### src/rtl/instr_mem_loader.sv
// -----------------------------------------------------------------------------
// instr_mem_loader
//
// Receives a byte-serial load image and turns it into 32-bit instruction
// memory writes. The image is:
//   bank byte   : bit 0 selects the ROM bank (0 = upper, 1 = lower)
//   count hi/lo : big-endian word count, low 10 bits used, valid range 1..512
//   data        : count * 4 bytes, each word big-endian
//   checksum    : one byte, XOR of all data bytes (only with LOADER_CHECKSUM_EN)
//
// Configuration macro: LOADER_CHECKSUM_EN
//   defined   -> running XOR over data bytes, checksum byte checked in CHK
//   undefined -> no CHK state, DATA goes straight to DONE
//
// Ports
//   clk            in   single clock, rising edge
//   rst_n          in   synchronous active-low reset
//   start          in   pulse, begins a load session (ignored while busy)
//   byte_in[7:0]   in   stream byte
//   byte_valid     in   byte_in valid
//   byte_ready     out  loader accepts a byte this cycle
//   wr_en          out  one-cycle write strobe
//   wr_bank        out  bank select for the write
//   wr_addr[8:0]   out  word address of the write
//   wr_data[31:0]  out  instruction word
//   busy           out  session in progress
//   done           out  sticky, last session completed cleanly
//   error          out  sticky, last session aborted
//   words_written[9:0] out  words written in the current or last session
// -----------------------------------------------------------------------------
module instr_mem_loader (
    input  logic        clk,
    input  logic        rst_n,
    input  logic        start,
    input  logic [7:0]  byte_in,
    input  logic        byte_valid,
    output logic        byte_ready,
    output logic        wr_en,
    output logic        wr_bank,
    output logic [8:0]  wr_addr,
    output logic [31:0] wr_data,
    output logic        busy,
    output logic        done,
    output logic        error,
    output logic [9:0]  words_written
);

    typedef enum logic [2:0] {
        IDLE,
        HDR_BANK,
        HDR_CNT_HI,
        HDR_CNT_LO,
        DATA,
`ifdef LOADER_CHECKSUM_EN
        CHK,
`endif
        DONE,
        ERR
    } state_t;

    state_t      state;
    state_t      state_next;

    logic [1:0]  cnt_hi;        // only the low 2 bits of the high count byte matter
    logic [9:0]  word_count;
    logic [9:0]  words_rcvd;    // words whose 4th byte has been accepted
    logic [1:0]  byte_idx;      // position of the next data byte within its word
    logic [23:0] shift;         // first three bytes of the word being assembled
`ifdef LOADER_CHECKSUM_EN
    logic [7:0]  xor_acc;
`endif

    logic        xfer;
    logic [9:0]  cnt_full;
    logic        all_rcvd;
    logic        last_strobe;

    assign xfer        = byte_valid && byte_ready;
    assign cnt_full    = {cnt_hi, byte_in};
    assign all_rcvd    = (words_rcvd == word_count);
    // words_written is bumped on the same edge that raises wr_en, so during
    // the final strobe it already equals the session's word count.
    assign last_strobe = wr_en && (words_written == word_count);

    // State register
    always_ff @(posedge clk) begin
        if (!rst_n) begin
            state <= IDLE;
        end else begin
            state <= state_next;
        end
    end

    // Next state and state-decoded outputs
    always_comb begin
        // NOTE: every output of this block gets a default first so no path
        // leaves one unassigned, which would otherwise infer a latch.
        state_next = state;
        byte_ready = 1'b0;
        busy       = 1'b0;
        done       = 1'b0;
        error      = 1'b0;
        case (state)
            IDLE: begin
                if (start) state_next = HDR_BANK;
            end
            HDR_BANK: begin
                busy       = 1'b1;
                byte_ready = 1'b1;
                if (byte_valid) state_next = HDR_CNT_HI;
            end
            HDR_CNT_HI: begin
                busy       = 1'b1;
                byte_ready = 1'b1;
                if (byte_valid) state_next = HDR_CNT_LO;
            end
            HDR_CNT_LO: begin
                busy       = 1'b1;
                byte_ready = 1'b1;
                if (byte_valid) begin
                    if (cnt_full == 10'd0 || cnt_full > 10'd512) state_next = ERR;
                    else                                         state_next = DATA;
                end
            end
            DATA: begin
                busy = 1'b1;
                // Stop taking bytes once the last word is assembled; the
                // following byte (checksum or next image) must wait until
                // the final strobe has gone out and DATA has been left.
                byte_ready = !all_rcvd;
                if (last_strobe) begin
`ifdef LOADER_CHECKSUM_EN
                    state_next = CHK;
`else
                    state_next = DONE;
`endif
                end
            end
`ifdef LOADER_CHECKSUM_EN
            CHK: begin
                busy       = 1'b1;
                byte_ready = 1'b1;
                if (byte_valid) begin
                    if (byte_in == xor_acc) state_next = DONE;
                    else                    state_next = ERR;
                end
            end
`endif
            DONE: begin
                done = 1'b1;
                if (start) state_next = HDR_BANK;
            end
            ERR: begin
                error = 1'b1;
                if (start) state_next = HDR_BANK;
            end
            default: begin
                state_next = IDLE;
            end
        endcase
    end

    // Datapath: header capture, word assembly, write strobe and counters
    always_ff @(posedge clk) begin
        if (!rst_n) begin
            // NOTE: working registers are reset too, so an aborted session
            // leaves nothing half-assembled that could leak into the next.
            wr_en         <= 1'b0;
            wr_bank       <= 1'b0;
            wr_addr       <= 9'd0;
            wr_data       <= 32'd0;
            words_written <= 10'd0;
            cnt_hi        <= 2'd0;
            word_count    <= 10'd0;
            words_rcvd    <= 10'd0;
            byte_idx      <= 2'd0;
            shift         <= 24'd0;
`ifdef LOADER_CHECKSUM_EN
            xor_acc       <= 8'd0;
`endif
        end else begin
            // NOTE: non-blocking assignments throughout, so every register
            // here sees the pre-edge values of the others.
            wr_en <= 1'b0;

            // Address advances after each strobe; it is left on the last
            // word's address at the end of a session rather than stepping past it.
            if (wr_en && !last_strobe) wr_addr <= wr_addr + 9'd1;

            case (state)
                IDLE, DONE, ERR: begin
                    if (start) begin
                        wr_addr       <= 9'd0;
                        words_written <= 10'd0;
                        words_rcvd    <= 10'd0;
                        byte_idx      <= 2'd0;
`ifdef LOADER_CHECKSUM_EN
                        xor_acc       <= 8'd0;
`endif
                    end
                end
                HDR_BANK: begin
                    if (xfer) wr_bank <= byte_in[0];
                end
                HDR_CNT_HI: begin
                    if (xfer) cnt_hi <= byte_in[1:0];
                end
                HDR_CNT_LO: begin
                    if (xfer) word_count <= cnt_full;
                end
                DATA: begin
                    if (xfer) begin
                        byte_idx <= byte_idx + 2'd1;
`ifdef LOADER_CHECKSUM_EN
                        xor_acc  <= xor_acc ^ byte_in;
`endif
                        if (byte_idx == 2'd3) begin
                            wr_data       <= {shift, byte_in};
                            wr_en         <= 1'b1;
                            words_written <= words_written + 10'd1;
                            words_rcvd    <= words_rcvd + 10'd1;
                        end else begin
                            shift <= {shift[15:0], byte_in};
                        end
                    end
                end
                default: begin
                end
            endcase
        end
    end

endmodule

### config.mk
export PLATFORM = sky130hd
export DESIGN_NAME = instr_mem_loader
export DESIGN_NICKNAME = d
export VERILOG_FILES = /design/src/rtl/instr_mem_loader.sv
export SDC_FILE = /design/constraint.sdc
export NUM_CORES = 1
export LEC_CHECK = 0
export CAP_MARGIN = 25
export CORE_ASPECT_RATIO = 0.75
export CORE_MARGIN = 8
export CORE_UTILIZATION = 30
export DETAILED_ROUTE_END_ITERATION = 16
export PLACE_DENSITY_LB_ADDON = 0.08
export SLEW_MARGIN = 20
export SYNTH_ARGS = -nofsm -noshare
export SYNTH_HDL_FRONTEND = slang
export SYNTH_SLANG_ARGS = --single-unit
### constraint.sdc
create_clock -name clk -period 3.5 [get_ports clk]
set_clock_uncertainty 0.1 [all_clocks]
set_input_delay 0.7 -clock clk [delete_from_list [all_inputs] [get_ports clk]]
set_output_delay 0.7 -clock clk [all_outputs]
set_load 0.05 [all_outputs]
==> reports/results.txt <==
Outcome: completed
Combinational share of power: 0.062
CTS buffer count: 9
FF+latch count, synth: 104
Drt wl/cell: 15.5 um
Vias in the first global route: 3580
Met2 Use GR: 0.176
Leakage power: 2.13 nW
Mapped Area: 0.00467 mm^2
DPL Wire Length: 8610 um
Commonest cells post-synth: 108 x nand2_1, 104 x dfxtp_1, 63 x mux2i_1
Clock Power Share: 0.423
Yosys top cell by area: dfxtp_1
Worst-path fanout max: 10
Syn. warnings: 0
Sw power: 0.553 mW
Met3 Usage GRT: 0.0360
Cell family with most CP delay: buffers and inverters
Type of the tightest min-delay check: reg2reg
Crit-path cells: inv_2 > nor4_2 > nand3_1 > and2_1 > clkdlybuf4s50_1
CP Capture Type: output pin
Initial antenna violation count: 0
Synth area leaders: dfxtp_1 45%, mux2i_1 14%, nand2_1 8.7%, a21boi_0 2.3%, xor2_1 2.3%
Global-route wire length before repair: 19300 um
Post-synth top area share: 0.446
Vias: 3690
GRT Total Usage: 0.122
Top FF cell, synth: dfxtp_1
Post-synthesis async set-or-reset flop share: 0
Pwr/cell area: 407 mW/mm^2
Fmax: 320 MHz
Mean Syn Cell Area: 9.33 um^2
Crit path buf inv count: 2
Root Buffer: clkbuf_16
CP Launch Type: flip-flop
Number of synthesized flops with an enable pin: 0
Nets@finish: 571
Critical Path Max Stage Delay: 0.70 ns
Crit path DAT: 2.32 ns
DRT iter0 DRCs: 234
Tmin final: 3.12 ns
Post-DRT Antenna Nets: 0
Final Hold Fails: 0
Worst rel slew slack: 0.515
Clock Latency Late Sink: 0.35 ns
Final slew viol count: 0
GR met1 Demand/Resource: 0.172
Die width: 160 um
Top-count cell post-synth: nand2_1
DR DRC count: 0
Gpl congestion: 0.785
Synth Instances: 500
Hold-fix buffers at CTS: 0
Syn_nets: 516
CTS tree: yes
Pwr Total: 2.33 mW
Final WS setup: 0.376 ns
Largest net degree at the start of global routing: 53
Total gr overflow: 0
Period utilization: 0.892
Die Span Y: 124 um
Clock transition at path regs: 0.07 ns
Critical setup path kind: reg2out
Resize count post-CTS: 0
Layout cell share with drive strength beyond 1: 0.0643
# IOs: 69
Flop pwr share: 0.515
Netlist cell types: 57
Core Region: 0.0152 mm^2
Clk sink count: 104
DRT Wirelength: 11900 um
Core Rows: 39
Worst-path cell with the longest stage delay: clkdlybuf4s50_1
Max H-tree Level: 3
Area grow syn2layout: 23.1%
Final setup fails: 0
Initial Util: 0.306
Setup TNS Final: 0 ns
VDD IR-drop max: 0.227 mV
Post-CTS setup repair buffer count: 0
Least-Margin Pin Slew: 0.728 ns
FILL cells: 1566
Footprint of the multi-input gates: 0.00238 mm^2
Clk buf depth: 2
Setup repair after global routing missed its margin: false
Seq. cell area: 0.00208 mm^2
Internal: 1.78 mW
Sw Share: 0.237
Required time worst endpoint: 2.70 ns
Antenna cell count: 0
MaxCap Viol Count: 0
Port Buffers: 68
Busiest grt layer: met2
1st-pass router iterations: 4
Seq/Total Area, Yosys: 0.446
Setup Slack @ Placement: 0.736 ns
Vias per inst: 4.82
Die area: 0.0198 mm^2
-- flip-flops by register name, summed over array words and instances, names as in the netlist --
name,count
wr_bank,1
word_count,10
shift,24
wr_en,1
wr_data,32
wr_addr,9
byte_idx,2
cnt_hi,2
words_written,10
words_rcvd,10
state,3
-- power by group through the flow --
stage / clock, mW / combinational, mW / sequential, mW
floorplan: 0 / 0.101 / 1.22
global placement: 0 / 0.146 / 1.23
detailed placement: 0 / 0.145 / 1.23
CTS: 1.03 / 0.145 / 1.20
global route: 1.08 / 0.157 / 1.20
finish: 0.988 / 0.144 / 1.20
-- path summary, 6_finish.rpt --
check	from	to	slack [ns]	cells past startpoint
min reg2reg	wr_data[26]	wr_data[26]	0.35	2
min	wr_data[26]	wr_data[26]	0.35	2
max	state[2]	byte_ready	0.38	5
max reg2reg	state[2]	shift[23]	1.22	7
-- layer usage --
metal | wire [um] | up-vias
met5 | 0 | -
met4 | 192 | 0
met3 | 579 | 16
met2 | 4790 | 75
met1 | 6310 | 1729
li1 | - | 1870
-- cells in the final DEF (no fill, tap or decap), types with 3 or more instances in the layout --
cell,instances
nand2_1,108
dfxtp_1,104
clkdlybuf4s50_1,67
mux2i_1,63
a21oi_1,18
a21boi_0,14
nand3_1,13
o21ai_0,13
xor2_1,12
nor2_1,11
xnor2_1,11
a31oi_1,9
and3_1,9
clkbuf_16,9
nor3_1,7
and2_1,6
nand4_1,6
o21a_1,6
or3_1,5
buf_4,5
a41oi_1,4
ha_1,4
nand2b_1,3
nor4_1,3
and4_1,3
a22o_1,3
nor2b_1,3
clkbuf_8,3
-- layout make-up --
cell class	instances	area share
multi-input cells	363	0.414
flip-flops and latches	104	0.363
repair buffers	73	0.124
clock buffers	13	0.0471
well taps	205	0.0447
clock inverters	3	0.00436
inverters	4	0.00261
-- metrics by stage --
stage / hold slack (ns) / std cells / area (um^2) / utilization
after floorplan: 0.342 / 500 / 4670 / -
after global placement: 0.347 / 749 / 5450 / 0.358
after detailed placement: 0.347 / 749 / 5450 / 0.358
after CTS: 0.359 / 765 / 5740 / 0.377
after global routing: 0.374 / 765 / 5740 / 0.377
final: 0.354 / 765 / 5740 / 0.377
-- tightest hold or removal path: stages (launching register included) --
cell and delay (ns):
dfxtp_1 0.31, nand2_1 0.05, mux2i_1 0.05
-- cells by family (layout without fill, tap and decap cells) --
| kind of cell | count (synthesis) | in the layout | share of synthesized area |
|---|---|---|---|
| simple gates | 191 | 191 | 0.202 |
| flops | 104 | 104 | 0.446 |
| compound gates | 82 | 82 | 0.119 |
| mux | 63 | 63 | 0.135 |
| buf+inv | 33 | 93 | 0.0437 |
| xor+xnor | 23 | 23 | 0.0432 |
| fa+ha+maj | 4 | 4 | 0.0107 |
(Power assumes the default switching activity.)
